File: src/rtl/cpu_seq_ctrl.sv
`default_nettype none
// ============================================================================
//  Module      : cpu_seq_ctrl
//  Description : Multi-cycle control sequencer for the ONC-16 core. Steps each
//                instruction through IF, ID, EX, MEM and WB and gates the
//                decoder's combinational classification onto the IR, PC,
//                register-file, flag-register and data-memory enables so
//                that each of them is committed only in its proper cycle.
//  Ports       : clk, rst (async, active-high)
//                run                     - start/continue at boundaries
//                imem_ready, dmem_ready  - memory acknowledge handshakes
//                dec_*                   - decoder classification of the IR
//                br_taken                - branch condition from flag reg
//                imem_req, ir_we         - fetch request / IR load strobe
//                dmem_req, dmem_we       - data memory request / write
//                rf_we, fr_we            - register / flag commit strobes
//                pc_we, pc_sel           - PC update and source select
//                retired                 - retired-instruction counter
//                fault                   - sticky memory timeout indicator
//                state                   - current state (debug)
//  Revision    : 1.0 - initial release
// ============================================================================
module cpu_seq_ctrl #(
    parameter int WAIT_MAX = 15,
    parameter int CNT_W    = 16
) (
    input  logic             clk,
    input  logic             rst,
    input  logic             run,
    input  logic             imem_ready,
    input  logic             dmem_ready,
    input  logic             dec_rf_we,
    input  logic             dec_is_ld,
    input  logic             dec_is_st,
    input  logic             dec_fr_de,
    input  logic             dec_fr_upd,
    input  logic             br_taken,
    output logic             imem_req,
    output logic             ir_we,
    output logic             dmem_req,
    output logic             dmem_we,
    output logic             rf_we,
    output logic             fr_we,
    output logic             pc_we,
    output logic             pc_sel,
    output logic [CNT_W-1:0] retired,
    output logic             fault,
    output logic [2:0]       state
);

    localparam logic [2:0] c_st_idle  = 3'd0;
    localparam logic [2:0] c_st_if    = 3'd1;
    localparam logic [2:0] c_st_id    = 3'd2;
    localparam logic [2:0] c_st_ex    = 3'd3;
    localparam logic [2:0] c_st_mem   = 3'd4;
    localparam logic [2:0] c_st_wb    = 3'd5;
    localparam logic [2:0] c_st_fault = 3'd6;

    localparam int                  c_wait_w   = $clog2(WAIT_MAX + 1);
    localparam logic [c_wait_w-1:0] c_wait_lim = c_wait_w'(WAIT_MAX);
    localparam logic [c_wait_w-1:0] c_wait_one = c_wait_w'(1);
    localparam logic [CNT_W-1:0]    c_cnt_one  = CNT_W'(1);

    logic [2:0]          r_state;
    logic [c_wait_w-1:0] r_wait;
    logic [CNT_W-1:0]    r_retired;

    logic [2:0] w_next;
    logic [2:0] w_boundary;
    logic       w_imem_req;
    logic       w_ir_we;
    logic       w_dmem_req;
    logic       w_dmem_we;
    logic       w_rf_we;
    logic       w_fr_we;
    logic       w_pc_we;
    logic       w_pc_sel;
    logic       w_timeout;

    // run is only looked at when an instruction has fully retired.
    assign w_boundary = run ? c_st_if : c_st_idle;

    // The wait counter holds WAIT_MAX after WAIT_MAX unacknowledged cycles;
    // a request still unacknowledged in that cycle faults, while a ready
    // arriving in that same cycle completes normally.
    assign w_timeout = (r_wait == c_wait_lim);

    always_comb begin
        w_next     = r_state;
        w_imem_req = 1'b0;
        w_ir_we    = 1'b0;
        w_dmem_req = 1'b0;
        w_dmem_we  = 1'b0;
        w_rf_we    = 1'b0;
        w_fr_we    = 1'b0;
        w_pc_we    = 1'b0;
        w_pc_sel   = 1'b0;
        case (r_state)
            c_st_idle: begin
                if (run) begin
                    w_next = c_st_if;
                end
            end
            c_st_if: begin
                w_imem_req = 1'b1;
                if (imem_ready) begin
                    w_ir_we = 1'b1;
                    w_next  = c_st_id;
                end else if (w_timeout) begin
                    w_next = c_st_fault;
                end
            end
            c_st_id: begin
                // Decoder outputs settle from the freshly loaded IR.
                w_next = c_st_ex;
            end
            c_st_ex: begin
                if (dec_fr_de) begin
                    // Branches retire here; no register or flag commit.
                    w_pc_we  = 1'b1;
                    w_pc_sel = br_taken;
                    w_next   = w_boundary;
                end else if (dec_is_ld || dec_is_st) begin
                    w_next = c_st_mem;
                end else begin
                    w_next = c_st_wb;
                end
            end
            c_st_mem: begin
                w_dmem_req = 1'b1;
                // LD+ST together is illegal and is handled as a load.
                w_dmem_we  = dec_is_st & ~dec_is_ld;
                if (dmem_ready) begin
                    if (dec_is_ld) begin
                        w_next = c_st_wb;
                    end else begin
                        w_pc_we = 1'b1;
                        w_next  = w_boundary;
                    end
                end else if (w_timeout) begin
                    w_next = c_st_fault;
                end
            end
            c_st_wb: begin
                w_rf_we = dec_rf_we;
                w_fr_we = dec_fr_upd;
                w_pc_we = 1'b1;
                w_next  = w_boundary;
            end
            c_st_fault: begin
                w_next = c_st_fault;
            end
            default: begin
                w_next = c_st_idle;
            end
        endcase
    end

    always_ff @(posedge clk or posedge rst) begin
        if (rst) begin
            r_state   <= c_st_idle;
            r_wait    <= '0;
            r_retired <= '0;
        end else begin
            r_state <= w_next;
            if (w_pc_we) begin
                r_retired <= r_retired + c_cnt_one;
            end
            // Counts only while a memory request is held without ready;
            // any state change (including entry to IF/MEM) clears it.
            if (((r_state == c_st_if) || (r_state == c_st_mem)) && (w_next == r_state)) begin
                r_wait <= r_wait + c_wait_one;
            end else begin
                r_wait <= '0;
            end
        end
    end

    // Outputs decode directly from the state register, so an async reset
    // forces every strobe low immediately.
    assign imem_req = w_imem_req;
    assign ir_we    = w_ir_we;
    assign dmem_req = w_dmem_req;
    assign dmem_we  = w_dmem_we;
    assign rf_we    = w_rf_we;
    assign fr_we    = w_fr_we;
    assign pc_we    = w_pc_we;
    assign pc_sel   = w_pc_sel;
    assign retired  = r_retired;
    assign fault    = (r_state == c_st_fault);
    assign state    = r_state;

endmodule
`default_nettype wire

File: config.mk
export PLATFORM = sky130hd
export DESIGN_NAME = cpu_seq_ctrl
export DESIGN_NICKNAME = d
export VERILOG_FILES = /design/src/rtl/cpu_seq_ctrl.sv
export SDC_FILE = /design/constraint.sdc
export NUM_CORES = 1
export LEC_CHECK = 0
export BUFFER_PORTS_ARGS = -buffer_cell sky130_fd_sc_hd__buf_2
export CAP_MARGIN = 20
export CORE_ASPECT_RATIO = 1.25
export CORE_MARGIN = 5
export CORE_UTILIZATION = 25
export CTS_BUF_LIST = sky130_fd_sc_hd__clkbuf_4 sky130_fd_sc_hd__clkbuf_8 sky130_fd_sc_hd__clkbuf_16
export DETAILED_ROUTE_END_ITERATION = 10
export HOLD_SLACK_MARGIN = 0.03
export SLEW_MARGIN = 20
export SYNTH_ARGS = -nofsm -noshare
export SYNTH_HDL_FRONTEND = slang
export SYNTH_SLANG_ARGS = --single-unit
File: constraint.sdc
create_clock -name clk -period 5 [get_ports clk]
set_clock_uncertainty 0.15 [all_clocks]
set_input_delay 0.5 -clock clk [delete_from_list [all_inputs] [get_ports clk]]
set_output_delay 0.5 -clock clk [all_outputs]
set_load 0.03 [all_outputs]
==> reports/qor.csv, run 1 <==
metric;value;unit
status;finished clean;
post-layout util;0.3063;
Slew headroom;0.4290;
Setup Viol. Count Final;0;
Main synth FF type;dfrtp_1;
WHS;0.2476;ns
final slew viol count;0;
clock sink total;23;
die height;92.39;um
R2R Path End;retired[12]$_DFFE_PP0P_;
cell area after placement;1598;um2
hold bufs inserted after CTS;0;
max-cap viol count;0;
WL/cell;12.72;um
fmax;0.4218;GHz
DP Cell Count;225;
routability cong.;0.7793;
Largest stage delay, worst path;0.66;ns
startpoint types;flip-flop;
syn nets;140;
H-Tree Depth;1;
1st-pass router iterations;4;
post-synthesis cell area;1358;um2
core area;5368;um2
Design Power;0.6874;mW
initial core utilization;0.2529;
worst r2r path cells;4;
Mapped Cells;127;
CTS buffer count;3;
# IOs;39;
worst vdd ir;0.0001112;V
worst slew pin tran;0.8555;ns
drt via density;4.817;
LEAKAGE;0.8232;nW
CP startpoint;state[0]$_DFF_PP0_;
Post-CTS Setup Inserts;0;
CP Cell Sequence;nand4b_4 -> nand2_2 -> buf_2;
final period utilization;0.4742;
largest net degree at the start of global routing;24;
Layout area overhead;21.11;%
DPL Wire Length;2.242;mm
Nets;179;
Via Count;1103;
first-pass GRT wire length;4.981;mm
post-route cell area;1644;um2
WL final;2.912;mm
crit path max-delay cell type;dfrtp_1;
CTS resizes;0;
clock-pin slew on the worst setup and hold paths;0.08;ns
layout cell share with drive strength beyond 1;0.3515;
die area;7013;um2
PwrDens;418.1;nW/um2
initial DRC count;47;
# diodes;0;
Seq/Total Area, Yosys;0.4240;
initial antenna violation count;0;
Crit Path Category;reg2out;
FF+latch count, synth;23;
Final Hold Violating Endpoints;0;
I/O Buffers;38;
row count;30;
RSZ-0062 raised after global routing;false;
CTS root buf;clkbuf_8;
DIE WIDTH;75.91;um
CP Capture Type;output port;
Post-Syn Area per Cell;10.69;um2
number of flops mapped to enable cells by yosys;0;
PnR worst setup slack;2.629;ns
CTS tree;done;
asr flop ratio synth;1.000;
final std cells w/o fill;229;
Tightest Hold Check Type;in2async;
CP arrival;1.72;ns
Reg2Reg Setup Slack;3.10;ns
fillcell total;584;
Skew-Pair Late Insertion Delay;0.26;ns
number of synthesis warnings;0;
crit path time final;2.371;ns
Place WS;2.749;ns
Overall Global Routing Usage;0.08423;
Final ANT Viol Nets;0;
Critical Path End;pc_we;
reg2reg start;state[1]$_DFF_PP0_;
grt total ovfl;0;
Yosys cell types;38;
DRC Markers;0;
CTS max path bufs;2;
critical path required time;4.35;ns
CP Max Fanout;17;
vias in the first global route;1091;
Total Negative Setup Slacks;0;ns
## logic make-up after synthesis
group | Yosys count | synth area share
multiplexers | 1 | 0.008294
adder cells (fa/ha/maj) | 2 | 0.01843
AO/OA/AOI/OAI | 26 | 0.1853
buffers and inverters | 9 | 0.03594
flip-flops | 23 | 0.4240
AND/OR/NAND/NOR | 49 | 0.2184
XOR/XNOR | 17 | 0.1097
## power by group
group / internal [mW] / switching, mW
clock: 0.0556 / 0.0579
sequential: 0.218 / 0.0686
combinational: 0.0937 / 0.194
total: 0.367 / 0.320
## registers in the layout (all words and copies together) (netlist names)
signal   count
retired     16
state        3
r_wait       4
## how the worst min path moves through the flow
stage | to | slack, ns
global route | retired[15]$_DFFE_PP0P_ | 0.34
detailed placement | r_wait[0]$_DFF_PP0_ | 0.31
floorplan | r_wait[0]$_DFF_PP0_ | 0.28
finish | retired[13]$_DFFE_PP0P_ | 0.25
CTS | retired[13]$_DFFE_PP0P_ | 0.29
global placement | r_wait[0]$_DFF_PP0_ | 0.31
## routing by layer
layer	vias to the layer above	global-route usage	part of all wire
met3	4	0.03988	0.11
met1	523	0.09575	0.43
met4	0	0.03116	0.012
met2	34	0.1364	0.45
met5	-	0	0
li1	542	-	-
## area by class of cell
cell class              count  area, um2  area share
multi-input cells          95      733.2      0.4460
repair buffers             38      190.2      0.1157
well taps                  64      80.08     0.04871
flip-flops and latches     23      575.6      0.3501
clock inverters             1      5.005    0.003044
inverters                   5      18.77     0.01142
clock buffers               3      41.29     0.02511
## cell usage after synthesis, types with 2 or more instances
library cell / instances / area share
a21oi_1: 6 / 0.022
o21ai_0: 2 / 0.0074
nor2_1: 9 / 0.025
dfrtp_1: 23 / 0.42
nor3_1: 3 / 0.011
xnor2_1: 3 / 0.019
and3_1: 3 / 0.014
ha_1: 2 / 0.018
buf_4: 2 / 0.011
o221ai_1: 2 / 0.013
nand4_1: 2 / 0.0092
nand2_1: 8 / 0.022
a211oi_2: 5 / 0.046
and2_1: 2 / 0.0092
a2111oi_2: 5 / 0.055
nand3_1: 6 / 0.022
xor2_1: 14 / 0.090
inv_1: 5 / 0.014
nand2b_1: 3 / 0.014
nor2b_1: 4 / 0.018
## critical path, delay by kind of cell, from the launching register on
family                 cells  cell delay [ns]
buffers and inverters      1             0.22
DFF                        1             0.66
and+or+nand+nor            2             0.58
## cell usage in the layout (no fill, tap or decap), types with 4 or more instances in the layout
cell       count
nand2_1        8
inv_1          5
nor2_1         9
nor2b_1        4
a21oi_1        6
a211oi_2       5
xor2_1        14
dfrtp_1       23
nand3_1        6
a2111oi_2      5
buf_2         38
Power figures use the tool's default switching activity.
==> inputs of run 2 (changes only) <==
==> constraint.sdc (replaced) <==
create_clock -name clk -period 2.3 [get_ports clk]
set_clock_uncertainty 0.15 [all_clocks]
set_input_delay 0.23 -clock clk [delete_from_list [all_inputs] [get_ports clk]]
set_output_delay 0.23 -clock clk [all_outputs]
set_load 0.03 [all_outputs]
==> run 2 against run 1 <==
Setup slack got worse by 2.4 ns; design area increased by 1.2%; non-clock buffer count is 2 higher; global-route usage increased by 0.68 points; critical path type unchanged.
==> reports/qor.csv, run 2 (synthesized netlist as in run 1, its figures left out) <==
metric;value;unit
status;finished clean;
I/O Buffers;38;
initial antenna violation count;0;
max-cap viol count;0;
drt via density;4.797;
commonest non-fill, non-tap cell in the layout;buf_2;
CP Cell Sequence;nand4b_4 -> nand2_2 -> buf_2;
DIE WIDTH;75.91;um
die height;92.39;um
DRC Markers;0;
CTS buffer count;3;
LEAKAGE;0.8329;nW
clock-pin slew on the worst setup and hold paths;0.08;ns
cell area after placement;1605;um2
# IOs;39;
Layout area overhead;22.58;%
Worst Hold Path EP;state[0]$_DFF_PP0_;
Setup Viol. Count Final;0;
worst vdd ir;0.0002982;V
critical path required time;1.92;ns
reg2reg start;state[1]$_DFF_PP0_;
crit path max-delay cell type;dfrtp_1;
Place WS;0.4013;ns
first-pass GRT wire length;5.313;mm
Final ANT Viol Nets;0;
worst r2r path cells;4;
WL final;3.100;mm
clock sink total;23;
crit path time final;2.117;ns
routability cong.;0.8030;
DP Cell Count;226;
Reg2Reg Setup Slack;0.42;ns
final period utilization;0.9205;
CTS tree;done;
crit path buf inv count;1;
PnR worst setup slack;0.1828;ns
Largest stage delay, worst path;0.65;ns
Final Hold Violating Endpoints;0;
final slew viol count;0;
initial core utilization;0.2529;
hold depth;3;
largest net degree at the start of global routing;24;
vias in the first global route;1105;
CTS max path bufs;2;
# diodes;0;
fillcell total;588;
R2R Path End;retired[13]$_DFFE_PP0P_;
1st-pass router iterations;4;
Via Count;1108;
CP Max Fanout;17;
final std cells w/o fill;231;
WHS;0.07679;ns
most frequent cells in the layout;38 x buf_2, 23 x dfrtp_1, 14 x xor2_1;
worst slew pin tran;0.5443;ns
Slew headroom;0.6357;
startpoint types;flip-flop;
CP arrival;1.74;ns
Nets;181;
Worst path depth;3;
Post-CTS Setup Inserts;0;
Crit Path Category;reg2out;
DPL Wire Length;2.281;mm
H-Tree Depth;1;
post-route cell area;1664;um2
fmax;0.4723;GHz
WL/cell;13.42;um
Skew-Pair Late Insertion Delay;0.26;ns
grt total ovfl;0;
RSZ-0062 raised after global routing;false;
PwrDens;910.1;nW/um2
CTS resizes;0;
core area;5368;um2
hold bufs inserted after CTS;1;
layout cell share with drive strength beyond 1;0.3533;
Tightest Hold Check Type;in2reg;
initial DRC count;52;
die area;7013;um2
CP delay by family, top;flip-flops;
CTS root buf;clkbuf_8;
Total Negative Setup Slacks;0;ns
Overall Global Routing Usage;0.09104;
hold wc startpoint;run;
row count;30;
max reg flops;16;
CP Capture Type;output port;
## run 2: changes by cell type in the layout (fill, tap and decap cells not counted)
cell,delta
clkbuf_4,+1
dlygate4sd3_1,+1
buf_4,+1
clkinv_2,-1
## run 2: where the power goes
group	leakage [nW]	total [mW]	switching, mW	internal [mW]
clock	0.0262	0.262	0.126	0.135
sequential	0.300	0.620	0.146	0.474
combinational	0.507	0.633	0.427	0.206
total	0.833	1.51	0.699	0.815
## run 2: area by class of cell
type / count / area [um2] / area share
Clock buffer: 4 / 48.80 / 0.02932
Tap cell: 64 / 80.08 / 0.04812
Sequential cell: 23 / 575.6 / 0.3459
Multi-Input combinational cell: 95 / 733.2 / 0.4406
Inverter: 5 / 18.77 / 0.01128
Timing Repair Buffer: 40 / 207.7 / 0.1248
## run 2: through the flow
stage	power (mW)	util
4_1_cts	1.536	0.3100
3_3_place_gp	1.267	0.2991
3_5_place_dp	1.271	0.2991
6_report	1.514	0.3100
5_1_grt	1.626	0.3100
2_1_floorplan	1.099	-
## run 2: worst max-delay path by stage
stage	startpoint	to	slack (ns)
final	state[0]$_DFF_PP0_	pc_we	0.18
after floorplan	state[1]$_DFF_PP0_	dmem_we	0.07
after CTS	state[0]$_DFF_PP0_	pc_we	0.15
after detailed placement	state[1]$_DFF_PP0_	retired[14]$_DFFE_PP0P_	0.40
after global routing	state[0]$_DFF_PP0_	pc_we	0.03
after global placement	state[1]$_DFF_PP0_	retired[15]$_DFFE_PP0P_	0.44
## run 2: tightest hold or removal path, stage by stage
cell	delay, ns
buf_2	0.11
nand2_1	0.05
o221ai_1	0.06
## run 2: layer usage
metal,vias up,track usage,wire (um)
met5,-,0,0
met4,0,0.03709,23
met3,2,0.03794,272
met2,36,0.1464,1466
met1,525,0.1062,1337
li1,545,-,-
==> inputs of run 3 (changes only) <==
==> constraint.sdc (replaced) <==
create_clock -name clk -period 2.3 [get_ports clk]
set_clock_uncertainty 0.15 [all_clocks]
set_input_delay 0.46 -clock clk [delete_from_list [all_inputs] [get_ports clk]]
set_output_delay 0.46 -clock clk [all_outputs]
set_load 0.03 [all_outputs]
==> run 3 against run 2 <==
Clock power decreased by 2%; critical endpoint is now ir_we; largest cell class unchanged; setup slack improved by 0.0072 ns; sequential share of layout area is 1.0 points lower.
==> reports/qor.csv, run 3 (synthesized netlist as in run 1, its figures left out) <==
metric;value;unit
DIE WIDTH;75.91;um
reg2reg start;state[2]$_DFF_PP0_;
# IOs;39;
DPL Wire Length;2.342;mm
startpoint types;flip-flop;
Nets;187;
die area;7013;um2
fillcell total;563;
final period utilization;0.9174;
1st-pass router iterations;4;
DRC Markers;0;
die height;92.39;um
crit path max-delay cell type;dfrtp_1;
Design Power;1.567;mW
# diodes;0;
status;finished clean;
CP Capture Type;output port;
CP Cell Sequence;nand2b_1 -> nor2_2 -> and2_1 -> buf_2;
CP Max Fanout;10;
R2R Path End;retired[12]$_DFFE_PP0P_;
Final Hold Violating Endpoints;0;
initial antenna violation count;0;
area taken by multi-input logic gates;742.0;um2
CTS root buf;clkbuf_8;
Int Power;0.8577;mW
Layout area overhead;26.36;%
Skew-Pair Late Insertion Delay;0.26;ns
crit path time final;2.110;ns
H-Tree Depth;1;
critical path required time;1.69;ns
Overall Global Routing Usage;0.08985;
worst slew pin tran;0.4085;ns
LEAKAGE;0.8608;nW
CTS max path bufs;2;
Reg power frac;0.380;
CP delay by family, top;flip-flops;
routability cong.;0.8120;
drt via density;4.675;
Gate power share;0.456;
sw frac;0.4525;
Final ANT Viol Nets;0;
switching power;0.7089;mW
crit path buf inv count;1;
max-cap viol count;0;
initial core utilization;0.2529;
max reg flops;16;
grt total ovfl;0;
Crit Path Category;reg2out;
Slew headroom;0.7277;
initial DRC count;20;
clock-pin slew on the worst setup and hold paths;0.08;ns
layout cell share with drive strength beyond 1;0.3931;
WHS;0.07166;ns
vias in the first global route;1125;
RSZ-0062 raised after global routing;false;
CP arrival;1.50;ns
register area;575.6;um2
row count;30;
Reg2Reg Setup Slack;0.39;ns
CTS tree;done;
worst vdd ir;0.0005590;V
largest net degree at the start of global routing;24;
Via Count;1108;
final slew viol count;0;
worst r2r path cells;5;
commonest non-fill, non-tap cell in the layout;buf_2;
Setup Viol. Count Final;0;
I/O Buffers;38;
Total Negative Setup Slacks;0;ns
clock share of power;0.164;
most frequent cells in the layout;38 x buf_2, 23 x dfrtp_1, 14 x xor2_1;
Tightest Hold Check Type;in2async;
fmax;0.4739;GHz
clock sink total;23;
first-pass GRT wire length;5.326;mm
PwrDens;913.3;nW/um2
core area;5368;um2
CTS buffer count;3;
Largest stage delay, worst path;0.59;ns
WL final;3.108;mm
WL/cell;13.11;um
run 3: cell count changes in the layout (fill, tap and decap cells not counted):
cell / before / now
buf_4: 1 / 8
dlygate4sd3_1: 1 / 0
nor2_1: 9 / 8
nor2_2: 0 / 1
nor4b_1: 1 / 0
nor4b_2: 0 / 1
run 3: power by group through the flow:
| stage | sequential (mW) | clock (mW) | combinational, mW |
|---|---|---|---|
| after floorplan | 0.692 | 0 | 0.415 |
| after global placement | 0.603 | 0 | 0.693 |
| after detailed placement | 0.606 | 0 | 0.698 |
| after CTS | 0.597 | 0.267 | 0.700 |
| after global routing | 0.613 | 0.282 | 0.789 |
| final | 0.596 | 0.257 | 0.714 |
run 3: routing by layer:
metal  part of all wire  GRT usage  vias to the layer above  wire length (um)
met3              0.075    0.02821                        4               233
li1                   -          -                      550                 -
met1               0.44     0.1099                      519              1375
met5                  0          0                        -                 0
met4              0.012    0.04154                        0                36
met2               0.47     0.1429                       35              1463
run 3: how the worst max path moves through the flow:
stage | start | end | slack, ns | cells after the start
2_1_floorplan | state[0]$_DFF_PP0_ | pc_sel | 0.07 | 4
3_3_place_gp | dmem_ready | pc_we | 0.14 | 5
3_5_place_dp | dmem_ready | pc_we | 0.13 | 5
4_1_cts | state[0]$_DFF_PP0_ | pc_we | 0.002 | 3
5_1_grt | state[0]$_DFF_PP0_ | ir_we | 0.05 | 4
6_report | state[0]$_DFF_PP0_ | ir_we | 0.19 | 4
run 3: layout make-up:
| type | count | area share |
|---|---|---|
| Multi-Input combinational cell | 95 | 0.4325 |
| Clock buffer | 4 | 0.02845 |
| Sequential cell | 23 | 0.3355 |
| Inverter | 5 | 0.01094 |
| Timing Repair Buffer | 46 | 0.1459 |
| Tap cell | 64 | 0.04668 |
run 3: worst register-to-register path, delay by kind of cell, from the launching register on:
family	cells	cell delay [ns]
AO/OA/AOI/OAI	2	0.54
flip-flops	1	0.51
AND/OR/NAND/NOR	1	0.25
buffers and inverters	1	0.20
XOR/XNOR	1	0.18
run 3: repair_timing:
action,in CTS,in global routing
pin swaps,1,1
hold buffers,0,0
gates resized for setup,0,0
endpoints found under the hold margin,0,0
endpoints found under the setup margin,1,1
setup buffers,0,4
run 3: through the flow:
| stage | worst slack [ns] | cells | instance area, um2 | utilization |
|---|---|---|---|---|
| 2_1_floorplan | 0.06690 | 127 | 1366 | - |
| 3_3_place_gp | 0.1419 | 229 | 1637 | 0.3049 |
| 3_5_place_dp | 0.1286 | 229 | 1637 | 0.3049 |
| 4_1_cts | 0.002193 | 233 | 1685 | 0.3140 |
| 5_1_grt | 0.04994 | 237 | 1715 | 0.3196 |
| 6_report | 0.1900 | 237 | 1715 | 0.3196 |
